[config.mk]
export PLATFORM = sky130hd
export DESIGN_NAME = uart_tx_fifo
export DESIGN_NICKNAME = d
export VERILOG_FILES = /design/src/rtl/uart_tx_fifo.sv
export SDC_FILE = /design/constraint.sdc
export NUM_CORES = 1
export LEC_CHECK = 0
export CAP_MARGIN = 20
export CORE_AREA = 2 2 77 108
export CTS_CLUSTER_DIAMETER = 200
export DETAILED_ROUTE_END_ITERATION = 7
export DIE_AREA = 0 0 79 110
export HOLD_SLACK_MARGIN = 0.1
export PLACE_DENSITY = 0.76
export SETUP_SLACK_MARGIN = 0.5
export SYNTH_ARGS = -nofsm -noshare
export SYNTH_HDL_FRONTEND = slang
export SYNTH_SLANG_ARGS = --single-unit
[constraint.sdc]
create_clock -name clk -period 3.8 [get_ports clk]
set_input_delay 0.95 -clock clk [delete_from_list [all_inputs] [get_ports clk]]
set_output_delay 0.95 -clock clk [all_outputs]
set_load 0.03 [all_outputs]
[src/rtl/uart_tx_fifo.sv]
// ---------------------------------------------------------------------------
// uart_tx_fifo
//   8N1 UART transmitter, LSB first, fed by a small byte FIFO. The baud rate
//   is chosen at runtime through iRate. The rate codes match the receiver's
//   oRate encoding. The rate is latched when each frame starts, so changing
//   iRate mid-frame only affects later frames.
//
// Ports
//   clk     in   1             system clock, rising edge
//   reset   in   1             synchronous, active-high reset
//   iRate   in   2             00=9600, 01=19200, 10=57600, 11=115200
//   iData   in   8             byte to transmit
//   iValid  in   1             iData valid; accepted when iValid && oReady
//   oReady  out  1             FIFO not full (forced low during reset)
//   TX      out  1             registered serial line, idles high
//   oBusy   out  1             frame on the line or FIFO non-empty
//   oCount  out  clog2(D)+1    FIFO occupancy
// ---------------------------------------------------------------------------
module uart_tx_fifo #(
    parameter int CLK_FREQ   = 100_000_000,
    parameter int FIFO_DEPTH = 4
) (
    input  logic                          clk,
    input  logic                          reset,
    input  logic [1:0]                    iRate,
    input  logic [7:0]                    iData,
    input  logic                          iValid,
    output logic                          oReady,
    output logic                          TX,
    output logic                          oBusy,
    output logic [$clog2(FIFO_DEPTH):0]   oCount
);

    localparam int PTR_W = $clog2(FIFO_DEPTH);
    localparam logic [PTR_W:0] FULL_COUNT = (PTR_W+1)'(FIFO_DEPTH);

    // Bit periods in clock cycles. Integer division truncates.
    localparam logic [15:0] DIV_9600   = 16'(CLK_FREQ / 9600);
    localparam logic [15:0] DIV_19200  = 16'(CLK_FREQ / 19200);
    localparam logic [15:0] DIV_57600  = 16'(CLK_FREQ / 57600);
    localparam logic [15:0] DIV_115200 = 16'(CLK_FREQ / 115200);

    typedef enum logic [1:0] {IDLE, START, DATA, STOP} stateType;

    function automatic logic [15:0] rateDiv(input logic [1:0] rate);
        case (rate)
            2'b00:   return DIV_9600;
            2'b01:   return DIV_19200;
            2'b10:   return DIV_57600;
            default: return DIV_115200;
        endcase
    endfunction

    logic [7:0]       fifoMem [FIFO_DEPTH];
    logic [PTR_W-1:0] wrPtr, rdPtr;
    logic [PTR_W:0]   count;
    logic             push, pop, notEmpty;

    stateType         state, nextState;
    logic [15:0]      bitCnt, divReg;
    logic [2:0]       bitIdx;
    logic [7:0]       shiftReg;
    logic             bitDone, txNext;

    assign notEmpty = (count != '0);
    assign oReady   = !reset && (count != FULL_COUNT);
    assign push     = iValid && oReady;
    assign bitDone  = (bitCnt == divReg - 16'd1);
    assign oBusy    = (state != IDLE) || notEmpty;
    assign oCount   = count;

    // ---------------- FIFO ----------------
    // NOTE: the storage array has no reset; the pointers and the count define
    // which entries are valid, so stale contents are never read.
    always_ff @(posedge clk) begin
        if (push)
            fifoMem[wrPtr] <= iData;
    end

    always_ff @(posedge clk) begin
        if (reset) begin
            wrPtr <= '0;
            rdPtr <= '0;
            count <= '0;
        end else begin
            if (push) wrPtr <= wrPtr + 1'b1;
            if (pop)  rdPtr <= rdPtr + 1'b1;
            case ({push, pop})
                2'b10:   count <= count + 1'b1;
                2'b01:   count <= count - 1'b1;
                default: count <= count;   // idle, or push and pop together
            endcase
        end
    end

    // ---------------- FSM: state register ----------------
    // NOTE: every clocked block uses non-blocking assignments, so all
    // registers update together from values taken before the edge.
    always_ff @(posedge clk) begin
        if (reset) state <= IDLE;
        else       state <= nextState;
    end

    // ---------------- FSM: next state ----------------
    always_comb begin
        nextState = state;
        unique case (state)
            IDLE:  if (notEmpty) nextState = START;
            START: if (bitDone)  nextState = DATA;
            DATA:  if (bitDone && bitIdx == 3'd7) nextState = STOP;
            STOP:  if (bitDone)  nextState = notEmpty ? START : IDLE;
        endcase
    end

    // ---------------- FSM: outputs ----------------
    // NOTE: outputs get defaults before the case, so no path leaves them
    // unassigned and no latch is inferred.
    always_comb begin
        txNext = 1'b1;
        pop    = 1'b0;
        unique case (state)
            IDLE:  pop    = notEmpty;
            START: txNext = 1'b0;
            DATA:  txNext = shiftReg[0];
            STOP:  pop    = bitDone && notEmpty;   // back-to-back frame, no gap
        endcase
    end

    // ---------------- Bit timing / shift datapath ----------------
    always_ff @(posedge clk) begin
        if (reset) begin
            bitCnt   <= '0;
            bitIdx   <= '0;
            shiftReg <= '0;
            divReg   <= DIV_115200;
        end else if (pop) begin
            // Starting a frame: load the byte and latch the rate for the whole frame.
            shiftReg <= fifoMem[rdPtr];
            divReg   <= rateDiv(iRate);
            bitCnt   <= '0;
            bitIdx   <= '0;
        end else if (state != IDLE) begin
            if (bitDone) begin
                bitCnt <= '0;
                if (state == DATA) begin
                    shiftReg <= {1'b0, shiftReg[7:1]};
                    bitIdx   <= bitIdx + 1'b1;
                end
            end else begin
                bitCnt <= bitCnt + 16'd1;
            end
        end
    end

    // TX follows the current state one cycle later, so the line is glitch-free.
    always_ff @(posedge clk) begin
        if (reset) TX <= 1'b1;
        else       TX <= txNext;
    end

endmodule

# Yosys cells after proc, flatten, opt, wreduce, memory -nomap -nowiden
# Memories as Yosys holds them, arrays and structs flattened. A register that Yosys moved wholly into a read port is not among the register bits.
# Cells that the tools add are included.
[op_classes]
n_lt_le_gt_ge = 0
multipliers = 0
bitwise_logic = 0
addsub = 7
reduce_logical = 18
div = 0
n_shift = 0
eq_ne = 14
n_mux = 19
[ops]
columns = ["cell", "n"]
rows = [
  ["$pmux 14 s3", 1],
  ["$mux 8", 4],
  ["$add 16x1->16 const B", 1],
  ["$eq 16x16->1", 1],
  ["$mux 16", 1],
  ["$sub 16x1->16 const B", 1],
  ["$mux 2", 6],
  ["$reduce_bool 2->1", 5],
  ["$eq 2x2->1 const B", 4],
  ["$ne 2x2->1 const B", 4],
  ["$pmux 2 s4", 1],
  ["$add 3x1->3 const B", 2],
  ["$eq 2x1->1 const B", 3],
  ["$pmux 3 s2", 1],
  ["$reduce_and 3->1", 2],
  ["$add 2x1->2 const B", 2],
  ["$logic_and 1x1->1", 4],
  ["$logic_not 2->1", 2],
  ["$pmux 1 s2", 2],
  ["$reduce_and 4->1", 1],
  ["$eq 3x3->1 const B", 1],
  ["$mux 1", 3],
  ["$ne 3x3->1 const B", 1],
  ["$reduce_bool 3->1", 1],
  ["other kinds (4)", 4],
]
[word_totals]
out_inout_bits = 6
rom_bits = 0
register_bits = 53
ram_bits = 32
input_bits = 13
word_cells = 68
n_memories = 1
latch_bits = 0
[mem_list]
columns = ["memory", "depth", "word_bits", "read_ports", "rd_clocked_by_memory_dff", "wr", "line_no", "rtl"]
rows = [
  ["fifoMem", 4, 8, 1, 1, 1, "54", "logic [7:0] fifoMem [FIFO_DEPTH];"],
]

# Logic depth before layout (Yosys ltp)
# Gate-level depths: netlist of run 1.
[logic_depth]
ltp_word = 6
depth_mapped = 17
ltp_nobuf = 15

# Worst setup path before layout of run 1
# OpenSTA, ideal clock, no wires.
[synth_timing]
kind = "flip-flop to flip-flop"
from = "reg divReg[8]"
to = "reg count[2] (netlist: oCount[2])"
n_path_buf = 2
setup_time_ns = 0.070
path_stages_with_launch = 18
arrival_time_ns = 3.928
setup_slack_ns = -0.198
synth_period_minus_slack_ns = 3.998
t_required_ns = 3.730
cell_sequence = "dfxtp_1 > buf_2 > inv_1 > ha_1 > clkbuf_1 > o21ba_2 > a221oi_1 > a41oi_1 > a2111o_1 > o41ai_4 > nand2_1 > inv_2 > ha_1 > inv_1 > fa_1 > xor2_1 > or3_1 > a21oi_1"
[synth_between]
elab_chain_len = 6
word_cells_on_any_way = 8
cone_classes = "add/sub (1); eq/ne (3); mux (2); reduce/logical (2)"
[synth_lines]
columns = ["element", "line_no", "rtl"]
rows = [
  ["from (decl)", "60", "logic [15:0] bitCnt, divReg;"],
  ["from (signal assigned)", "139", "divReg <= rateDiv(iRate);"],
  ["$sub 16x1->16 *", "68", "assign bitDone = (bitCnt == divReg - 16'd1);"],
  ["$eq 16x16->1 *", "68", ""],
  ["$logic_and 1x1->1 *", "125", "STOP: pop = bitDone && notEmpty;"],
  ["$pmux 1 s2 *", "121", "unique case (state)"],
  ["named net pop", "57", "logic push, pop, notEmpty;"],
  ["$eq 2x1->1 or $eq 2x2->1 (tied branches)", "88", "case ({push, pop})"],
  ["$pmux 3 s2 or $reduce_bool 2->1 (tied branches)", "n/a", ""],
  ["to (signal assigned)", "89", "2'b10: count <= count + 1'b1;"],
  ["to (signal assigned)", "90", "2'b01: count <= count - 1'b1;"],
  ["to (signal assigned)", "91", "default: count <= count;"],
  ["to (decl)", "56", "logic [PTR_W:0] count;"],
]
# The timed path passes the listed nets; every way through them passes the cells marked *.
# A chain may end at the register's enable or synchronous reset.

# Final worst setup path of run 1
# Same ends and word-level chain as after synthesis.

==> run metrics, run 1 <==
status finished, final reports clean; total die area 8690 um2; Final ANT Viol Nets 0; num rows 38; wire per inst 17.0 um; RSZ-0062 raised after global routing true; Reg area 1940 um2; Setup crit end kind flop; Total GRT Usage 21.7%; worst-path fanout max 8; Antenna diodes 0; Nets 444; share of power burned in registers 36.4%; final setup fails 0; # DRC 0; syn_nets 411; routed wire length 8800 um; pwr dens 684 nW/um2; DR iter-0 viols 226; share of cells above drive strength 1 19.5%; Die W 79 um; Int Pwr 0.00197 W; FF-to-FF setup slack 0.34 ns; Sw Share 39.6%; reg2reg end oCount[2]; Clock Skew 0.00872 ns; Max Cap Viol 0; syn_area_per_cell 10.7 um2; synthesis-stage register bit count 80; setup TNS 0 ns; Synth area leader dfxtp_1; combinational share of power 43.9%; number of enable flip-flop cells after synthesis 32; pin count of the biggest net entering global routing 23; Starting Density 52.6%; top_reg_cell synth dfxtp_1; Worst R2R Start divReg[8]; Area growth syn-to-layout 18.2%; post-synthesis sequential area ratio 47.5%; number of global-route vias before repair 3154; CTS sink count 80; H-tree levels 3; die height 110 um; Hold Fails Final Rpt 0; top post-synthesis cells by area dfxtp_1, edfxtp_1, ha_1; Synth cell types 59; clk_lat worst skew 0.37 ns; Via density 5.90; critical path class flop to flop; peak supply drop 0.460 mV; arrival time worst endpoint 3.76 ns; minimum clock period 3.46 ns; Bufs on Longest Clock Path 2; DP HPWL 5910 um; CP startpoint divReg[8]; startpoint types flop; Final Core Density 62.1%; initial antenna violation count 0; routability cong. 0.799; fin. max-slew vios 0; Switch Pwr 0.00130 W; grt total ovfl 0; Clock Tree Root clkbuf_8; port bufs 18; Floorplan Core Area 7700 um2; CTS tree done; Async SR Flop Fraction 0%; Synthesis Warnings 0; actual slew at the worst max-slew pin 0.545 ns; drt pass-1 iters 4; Register-to-Register Path Depth 14; Slew HR 62.7%; hold buffers post-CTS 0; CP Capture Point oCount[2]; Clk network pwr share 19.7%; total CTS buffers 9; first-pass GRT wire length 14400 um; Clk pin slew, worst setup/hold paths 0.08 ns; IO Count 19; Post-Syn Area 4050 um2; Synth top area share 23.7%; worst hold margin 0.489 ns; Fmax achieved 0.289 GHz; Vias 3044; Multi-input gate area 2070 um2; Worst Hold Class flop to flop; Mapped Cells 378; Req. time, crit path 4.10 ns; crit share post-route 91.1%; P_leak 1.70 nW; Fillers 594
power by group through the flow:
| stage | Clock [W] | Combinational, W | Sequential (W) |
|---|---|---|---|
| floorplan | 0 | 0.000959 | 0.00116 |
| global placement | 0 | 0.00120 | 0.00120 |
| detailed placement | 0 | 0.00122 | 0.00121 |
| CTS | 0.000651 | 0.00140 | 0.00118 |
| global route | 0.000687 | 0.00156 | 0.00121 |
| finish | 0.000645 | 0.00144 | 0.00119 |
area by class of cell:
cell class              instances  share of cell area [%]
clock buffers                   9                    2.59
clock inverters                 7                    1.70
inverters                      21                    1.75
multi-input cells             258                    43.3
flip-flops and latches         80                    40.6
well taps                     100                    2.62
repair buffers                 41                    7.40
synthesized netlist by cell type (all sizes together), types with 4 or more instances:
cell,number
nor2,30
mux2i,11
xnor2,12
nand2,19
mux4,8
or4,5
inv,21
nor3,10
nand3,13
and3,9
o21ai,14
o31ai,9
nor2b,5
buf,9
dfxtp,48
edfxtp,32
a21oi,22
nor4,8
ha,19
clkbuf,11
a211o,4
xor2,16
how the worst min path moves through the flow:
| stage | to | slack [ns] | depth (start not counted) | startpoint |
|---|---|---|---|---|
| after floorplan | flop | 0.45 | 2 | rdPtr[1] |
| after global placement | rdPtr[1] | 0.47 | 2 | rdPtr[1] |
| after detailed placement | flop | 0.48 | 2 | rdPtr[1] |
| after CTS | flop | 0.49 | 2 | rdPtr[1] |
| after global routing | rdPtr[1] | 0.51 | 2 | rdPtr[1] |
| final | rdPtr[1] | 0.49 | 2 | rdPtr[1] |
worst max-delay path: stages (launching register included):
cell       delay (ns)
dfxtp_4          0.36
buf_4            0.17
nor4_2           0.08
a2111oi_0        0.56
nor3_1           0.13
a2111o_1         0.47
o41ai_4          0.28
nand2_2          0.13
inv_4            0.09
ha_4             0.14
inv_2            0.03
fa_2             0.33
xor2_1           0.16
or3_1            0.31
a21oi_1          0.15
cell families (layout without fill, tap and decap cells):
group	Yosys count	count (layout)	share of synthesized area (%)
AND/OR/NAND/NOR	114	115	15.1
flip-flops	80	80	47.5
AO/OA/AOI/OAI	76	76	13.5
buffers and inverters	41	78	4.36
XOR/XNOR	28	28	6.06
adder cells (fa/ha/maj)	20	20	6.37
multiplexers	19	19	7.17
layout by cell type, fill, tap and decap left out, types with 3 or more instances in the layout:
cell type,count
and2_1,3
xnor2_1,12
mux4_2,8
inv_1,17
nand3_1,13
and3_1,9
nor3_1,8
a21oi_1,22
o211ai_1,3
edfxtp_1,32
clkinv_4,4
or4_1,4
nor4_1,4
dfxtp_1,41
buf_4,23
nand2_1,18
nor2_1,29
nor4_2,3
clkdlybuf4s50_1,17
nor2b_1,5
ha_1,17
dfxtp_4,5
mux2i_1,11
a211o_1,4
xor2_1,16
o31ai_1,9
clkbuf_8,9
o21ai_0,13
metrics by stage:
stage	cell area [um2]	setup slack, ns	power, W	cells
finish	4780	0.338	0.00327	516
global route	4780	0.257	0.00346	516
CTS	4750	0.454	0.00323	514
detailed placement	4350	0.200	0.00243	482
global placement	4350	0.384	0.00239	482
floorplan	4110	0.194	0.00212	378
flip-flops by register name, summed over array words and instances, names as in the netlist, named ones only:
| register | flops |
|---|---|
| fifoMem | 32 |
| bitIdx | 3 |
| wrPtr | 2 |
| rdPtr | 2 |
| state | 2 |
| TX | 1 |
| shiftReg | 8 |
| divReg | 9 |
| oCount | 3 |
| bitCnt | 16 |
timing repair:
action,in CTS,in global routing
resized for setup,21,5
setup buffers,15,2
cloned,1,0
endpoints found under the setup margin,2,6
pin swaps,10,1
per-layer routing:
layer	track usage (%)	up-vias	wire length, um
li1	-	1457	-
met1	21.5	1483	3340
met2	41.8	79	4880
met3	3.26	25	236
met4	13.8	0	340
met5	0	-	0
(Power assumes the default switching activity.)
==> inputs of run 2 (changes only) <==
ABC_AREA = 1   (was default)
CORE_AREA = 2 2 96 89   (was 2 2 77 108)
DIE_AREA = 0 0 98 91   (was 0 0 79 110)
PLACE_DENSITY = 0.77   (was 0.76)
==> run 2 against run 1 <==
Net effect:
- hold slack got worse by 0.011 ns
- global-route usage fell by 0.98 points
- clock skew is 0.0074 ns higher
- wire length rose by 1.2%
- sequential share of layout area up 0.16 points
- critical path depth increased by 6
- maximum frequency rose by 13%
==> run metrics, run 2 <==
status finished, final reports clean; Min-Delay Endpoint bitIdx[1]; Hold Path Depth 2 (unchanged); Die W 98 um (+24%); CTS tree done; grt total ovfl 0 (unchanged); share of cells above drive strength 1 13.3% (-6.2 points); Bufs on Longest Clock Path 2 (unchanged); Setup WS post-layout 0.738 ns (+0.399 ns); peak supply drop 0.436 mV (-5.2%); Hold Fails Final Rpt 0 (unchanged); commonest non-fill, non-tap cells in the layout nand2_1, dfxtp_1, nor2_1, inv_1, edfxtp_1; Fmax achieved 0.327 GHz (+13%); Area growth syn-to-layout 14.0%; drt pass-1 iters 5 (+1); total die area 8920 um2 (+2.6%); CTS sink count 80 (unchanged); critical path class flop to flop; Synthesis Warnings 0 (unchanged); Placement Cell Area 4360 um2 (+0.17%); Final ANT Viol Nets 0 (unchanged); Clock Skew 0.0162 ns (+0.00744 ns); IO Count 19 (unchanged); clk_lat worst skew 0.36 ns (about the same); top flop regs fifoMem (32), bitCnt (16), divReg (9); H-tree levels 3 (unchanged); Req. time, crit path 4.05 ns (-0.05 ns); worst hold margin 0.478 ns (-0.0110 ns); most common cell after layout, fill and taps aside nand2_1; port bufs 18 (unchanged); synthesis-stage register bit count 80 (unchanged); fin. max-slew vios 0 (unchanged); post-synthesis sequential area ratio 46.4% (-1.1 points); pin count of the biggest net entering global routing 26 (+13%); Floorplan Core Area 7870 um2 (+2.2%); Via density 5.40 (-8.5%); Synth top area share 23.2% (-0.55 points); pre-CTS setup slack 0.292 ns (+0.0912 ns); DP HPWL 6180 um (+4.7%); Clk network pwr share 23.5% (+3.8 points); cell area after layout 4720 um2 (-1.2%); Worst R2R Start divReg[8]; count leader, synth nand2_1; Sw Share 39.6% (-0.089 points); pwr dens 660 nW/um2 (-3.6%); num rows 31 (-18%); reg2reg end oCount[2]; hold path startpoint bitIdx[1]; Total GRT Usage 20.8% (-0.98 points); Mapped Cells 493 (+30%); total CTS buffers 9 (unchanged); Int Pwr 0.00188 W (-4.6%); # DRC 0 (unchanged); worst-path fanout max 11 (+3); minimum clock period 3.06 ns (-0.399 ns); top_reg_cell synth dfxtp_1; startpoint types flop; Max Cap Viol 0 (unchanged); Antenna diodes 0 (unchanged); Register-to-Register Path Depth 20 (+6); max reg flops 32 (unchanged); Vias 3374 (+11%); RSZ-0062 raised after global routing false; Slew HR 50.3% (-12 points); DR iter-0 viols 197 (-13%); synth cell count leaders nand2_1, dfxtp_1, inv_1, nor2_1, edfxtp_1; P_leak 1.84 nW (+8.4%); FF-to-FF setup slack 0.74 ns (+0.40 ns); share of power burned in registers 37.1% (+0.7 points); Synth area leader dfxtp_1; combinational share of power 39.5% (-4.4 points); Clock Tree Root clkbuf_8; syn_nets 526 (+28%); top post-synthesis cells by area dfxtp_1, edfxtp_1, nand2_1; Async SR Flop Fraction 0% (unchanged); number of global-route vias before repair 3283 (+4.1%); setup TNS 0 ns (unchanged); crit share post-route 80.6% (-11 points); Post-Syn Area 4140 um2 (+2.4%); wire per inst 14.2 um (-16%); Starting Density 52.6% (+0.080 points); final setup fails 0 (unchanged); arrival time worst endpoint 3.32 ns (-0.44 ns); routed wire length 8900 um (+1.2%); routability cong. 0.935 (+17%); Most flops, register fifoMem; Worst Hold Class flop to flop; Synth cell types 39 (-34%); die height 91 um (-17%); initial antenna violation count 0 (unchanged); number of enable flip-flop cells after synthesis 32 (unchanged); syn_area_per_cell 8.41 um2 (-22%); first-pass GRT wire length 15000 um (+3.8%); Clk pin slew, worst setup/hold paths 0.09 ns (about the same); Setup crit end kind flop; Switch Pwr 0.00123 W (-5.0%); Nets 554 (+25%); actual slew at the worst max-slew pin 0.743 ns (+0.198 ns)
run 2: layout make-up:
type	instances	area (um2)
Tap cell	99	124
Sequential cell	80	1930
Inverter	50	199
Timing Repair Buffer	32	284
Multi-Input combinational cell	348	1960
Clock inverter	7	108
Fill cell	679	3150
Clock buffer	9	124
run 2: worst max-delay path by stage:
| stage | endpoint | startpoint | slack, ns | cells past startpoint |
|---|---|---|---|---|
| floorplan | oCount[2] | divReg[8] | 0.81 | 23 |
| global placement | oCount[2] | divReg[8] | 0.46 | 20 |
| detailed placement | oCount[2] | divReg[8] | 0.29 | 20 |
| CTS | oCount[2] | divReg[8] | 0.48 | 20 |
| global route | oCount[2] | divReg[8] | 0.48 | 24 |
| finish | oCount[2] | divReg[8] | 0.74 | 20 |
run 2: critical path, cell delays in order (launching register included):
cell	delay [ns]
dfxtp_4	0.41
clkinvlp_4	0.14
ha_4	0.28
xor2_1	0.14
nand3_1	0.08
nor2_1	0.11
nand2_1	0.07
nor2_2	0.10
nand2_1	0.07
nor2_2	0.11
nand3_2	0.10
nand2_4	0.13
nand2_8	0.09
inv_6	0.10
ha_1	0.15
inv_1	0.08
fa_2	0.35
a21oi_1	0.15
o21ai_1	0.10
o21ai_1	0.13
a21oi_1	0.06
run 2: metrics by stage:
step / std cells / power (W) / util, %
detailed placement: 597 / 0.00224 / 55.4
global route: 625 / 0.00332 / 60.0
finish: 625 / 0.00312 / 60.0
CTS: 613 / 0.00299 / 58.5
global placement: 597 / 0.00220 / 55.4
floorplan: 493 / 0.00201 / -
run 2: power groups by stage:
stage | sequential (W) | combinational [W] | clock (W)
global route | 0.00117 | 0.00137 | 0.000780
finish | 0.00115 | 0.00123 | 0.000732
detailed placement | 0.00117 | 0.00107 | 0
CTS | 0.00115 | 0.00109 | 0.000745
global placement | 0.00116 | 0.00104 | 0
floorplan | 0.00115 | 0.000857 | 0
run 2: timing repair:
action | CTS | global route
setup endpoints to repair | 3 | 2
pin swaps | 1 | 1
buffers inserted | 0 | 11
gates cloned | 0 | 1
gates resized for setup | 8 | 8
hold buffers | 0 | 0
run 2: cell families after synthesis:
kind of cell	count (synthesis)	synth area share (%)
AO/OA/AOI/OAI	71	9.81
XOR/XNOR	20	4.23
adder cells (fa/ha/maj)	20	6.22
buffers and inverters	66	7.22
flip-flops	80	46.4
AND/OR/NAND/NOR	236	26.1
run 2: routing by layer:
layer / vias to the layer above / share of wire [%] / global-route usage [%] / wire (um)
li1: 1683 / - / - / -
met1: 1579 / 45 / 26.4 / 3970
met3: 19 / 5.4 / 4.70 / 479
met4: 0 / 2.2 / 7.52 / 200
met5: - / 0 / 0 / 0
met2: 93 / 48 / 34.7 / 4260
==> inputs of run 3 (changes only) <==
clock period = 2.8 ns   (was 3.8 ns; I/O delays follow)
==> run 3 against run 2 <==
Net effect:
- non-clock buffer count rose by 12
- sequential share of layout area fell by 1.6 points
- flip-flop and latch count did not move
- via count rose by 1.7%
- register-to-register slack got worse by 0.69 ns
- clock power rose by 35%
- wire length fell by 1.1%
- cell count rose by 1.8%
- critical path depth rose by 1
- combinational power rose by 47%
- largest cell class unchanged
- highest routed layer unchanged
==> run metrics, run 3 (synthesized netlist as in run 2, its figures left out) <==
clk_lat worst skew 0.35 ns (about the same); Max Cap Viol 0 (unchanged); Clock Skew 0.0131 ns (-0.00304 ns); CTS tree done; Setup crit end kind flop; DP Cell Count 611 (+2.3%); FF-to-FF setup slack 0.04 ns (-0.69 ns); number of global-route vias before repair 3263 (-0.61%); critical path class flop to flop; die height 91 um (unchanged); Hold Path Depth 2 (unchanged); Area growth syn-to-layout 18.6%; top flop regs fifoMem (32), bitCnt (16), divReg (9); Floorplan Core Area 7870 um2 (unchanged); Final Instance Count excl. Fillers 636 (+1.8%); Die W 98 um (unchanged); initial antenna violation count 0 (unchanged); Worst R2R Start divReg[8]; Total GRT Usage 20.3% (-0.45 points); share of cells above drive strength 1 18.4% (+5.1 points); DP HPWL 6090 um (-1.5%); startpoint types flop; total die area 8920 um2 (unchanged); Nets 565 (+2.0%); minimum clock period 2.76 ns (-0.306 ns); Fmax achieved 0.363 GHz (+11%); Clock Tree Root clkbuf_8; Via density 5.40 (about the same); Starting Density 52.6% (unchanged); wire per inst 13.8 um (-2.9%); actual slew at the worst max-slew pin 0.470 ns (-0.273 ns); num rows 31 (unchanged); final setup fails 0 (unchanged); Hold Fails Final Rpt 0 (unchanged); Final ANT Viol Nets 0 (unchanged); commonest non-fill, non-tap cells in the layout nand2_1, dfxtp_1, nor2_1; peak supply drop 0.575 mV (+32%); Req. time, crit path 3.05 ns (-1.00 ns); Most flops, register fifoMem; arrival time worst endpoint 3.00 ns (-0.32 ns); hold buffers post-CTS 0 (unchanged); routed wire length 8800 um (-1.1%); setup TNS 0 ns (unchanged); port bufs 18 (unchanged); Worst Hold Class flop to flop; DR iter-0 viols 219 (+11%); H-tree levels 3 (unchanged); IO Count 19 (unchanged); Antenna diodes 0 (unchanged); P_leak 1.91 nW (+3.9%); most common cell after layout, fill and taps aside nand2_1; grt total ovfl 0 (unchanged); pwr dens 883 nW/um2 (+34%); reg2reg end oCount[2]; routability cong. 0.920 (-1.7%); RSZ-0062 raised after global routing true; Slew HR 68.6% (+18 points); Register-to-Register Path Depth 21 (+5.0%); crit share post-route 98.4% (+18 points); CTS sink count 80 (unchanged); Vias 3433 (+1.7%); first-pass GRT wire length 14900 um (-0.78%); worst-path fanout max 5 (-6); total CTS buffers 9 (unchanged); Bufs on Longest Clock Path 2 (unchanged); Min-Delay Endpoint bitIdx[2]; status finished, final reports clean; pin count of the biggest net entering global routing 25 (-3.8%); hold path startpoint bitIdx[2]; # DRC 0 (unchanged); Clk pin slew, worst setup/hold paths 0.09 ns (about the same); drt pass-1 iters 4 (-1); fin. max-slew vios 0 (unchanged); max reg flops 32 (unchanged)
run 3: area by class of cell:
cell class,instances,area [um2]
Fill cell,639,2960
Sequential cell,80,1930
Clock inverter,7,109
Tap cell,99,124
Timing Repair Buffer,44,378
Inverter,50,200
Clock buffer,9,124
Multi-Input combinational cell,347,2050
run 3: metal layers:
metal,GRT usage [%],vias up,wire (um)
li1,-,1699,-
met1,26.9,1631,4060
met2,33.2,89,4200
met3,5.08,14,429
met4,5.56,0,113
met5,0,-,0
run 3: worst max-delay path: stages (launching register included):
cell     delay (ns)
dfxtp_4        0.37
inv_4          0.07
ha_4           0.18
nand3_4        0.12
o21ai_2        0.20
nand2_1        0.09
nand2_1        0.07
nand2_1        0.05
inv_1          0.09
nand2_1        0.07
nor2_1         0.13
nand3_2        0.10
nand2_4        0.11
nand2_8        0.05
inv_4          0.07
ha_4           0.13
inv_4          0.03
fa_2           0.34
a21oi_2        0.11
o21ai_1        0.09
o21ai_1        0.13
a21oi_1        0.05
run 3: how the worst max path moves through the flow:
stage | slack, ns | cells past startpoint | to | from
6_report | 0.04 | 21 | oCount[2] | divReg[8]
5_1_grt | -0.08 | 20 | oCount[1] | divReg[8]
4_1_cts | 0.15 | 20 | oCount[2] | divReg[8]
3_5_place_dp | 0.04 | 20 | oCount[2] | divReg[8]
3_3_place_gp | 0.09 | 21 | oCount[2] | divReg[10]
2_1_floorplan | -0.001 | 21 | oCount[1] | divReg[8]
run 3: metrics by stage:
step	setup slack, ns	utilization, %	area [um2]	hold WS (ns)	power [W]
after floorplan	-0.00117	-	4190	0.431	0.00278
after global placement	0.0909	57.3	4510	0.455	0.00312
after detailed placement	0.0381	57.3	4510	0.472	0.00318
after CTS	0.149	61.6	4850	0.484	0.00425
after global routing	-0.0794	62.4	4920	0.510	0.00461
final	0.0435	62.4	4920	0.480	0.00434
run 3: timing repair:
item	CTS	global route
setup buffers	6	2
cloned	0	1
setup endpoints to repair	33	46
pin swaps	9	10
resized for setup	18	20
run 3: report_power, final:
part           switching (W)  internal, W
logic                0.00110     0.000708
clock network       0.000463     0.000522
registers           0.000148      0.00140
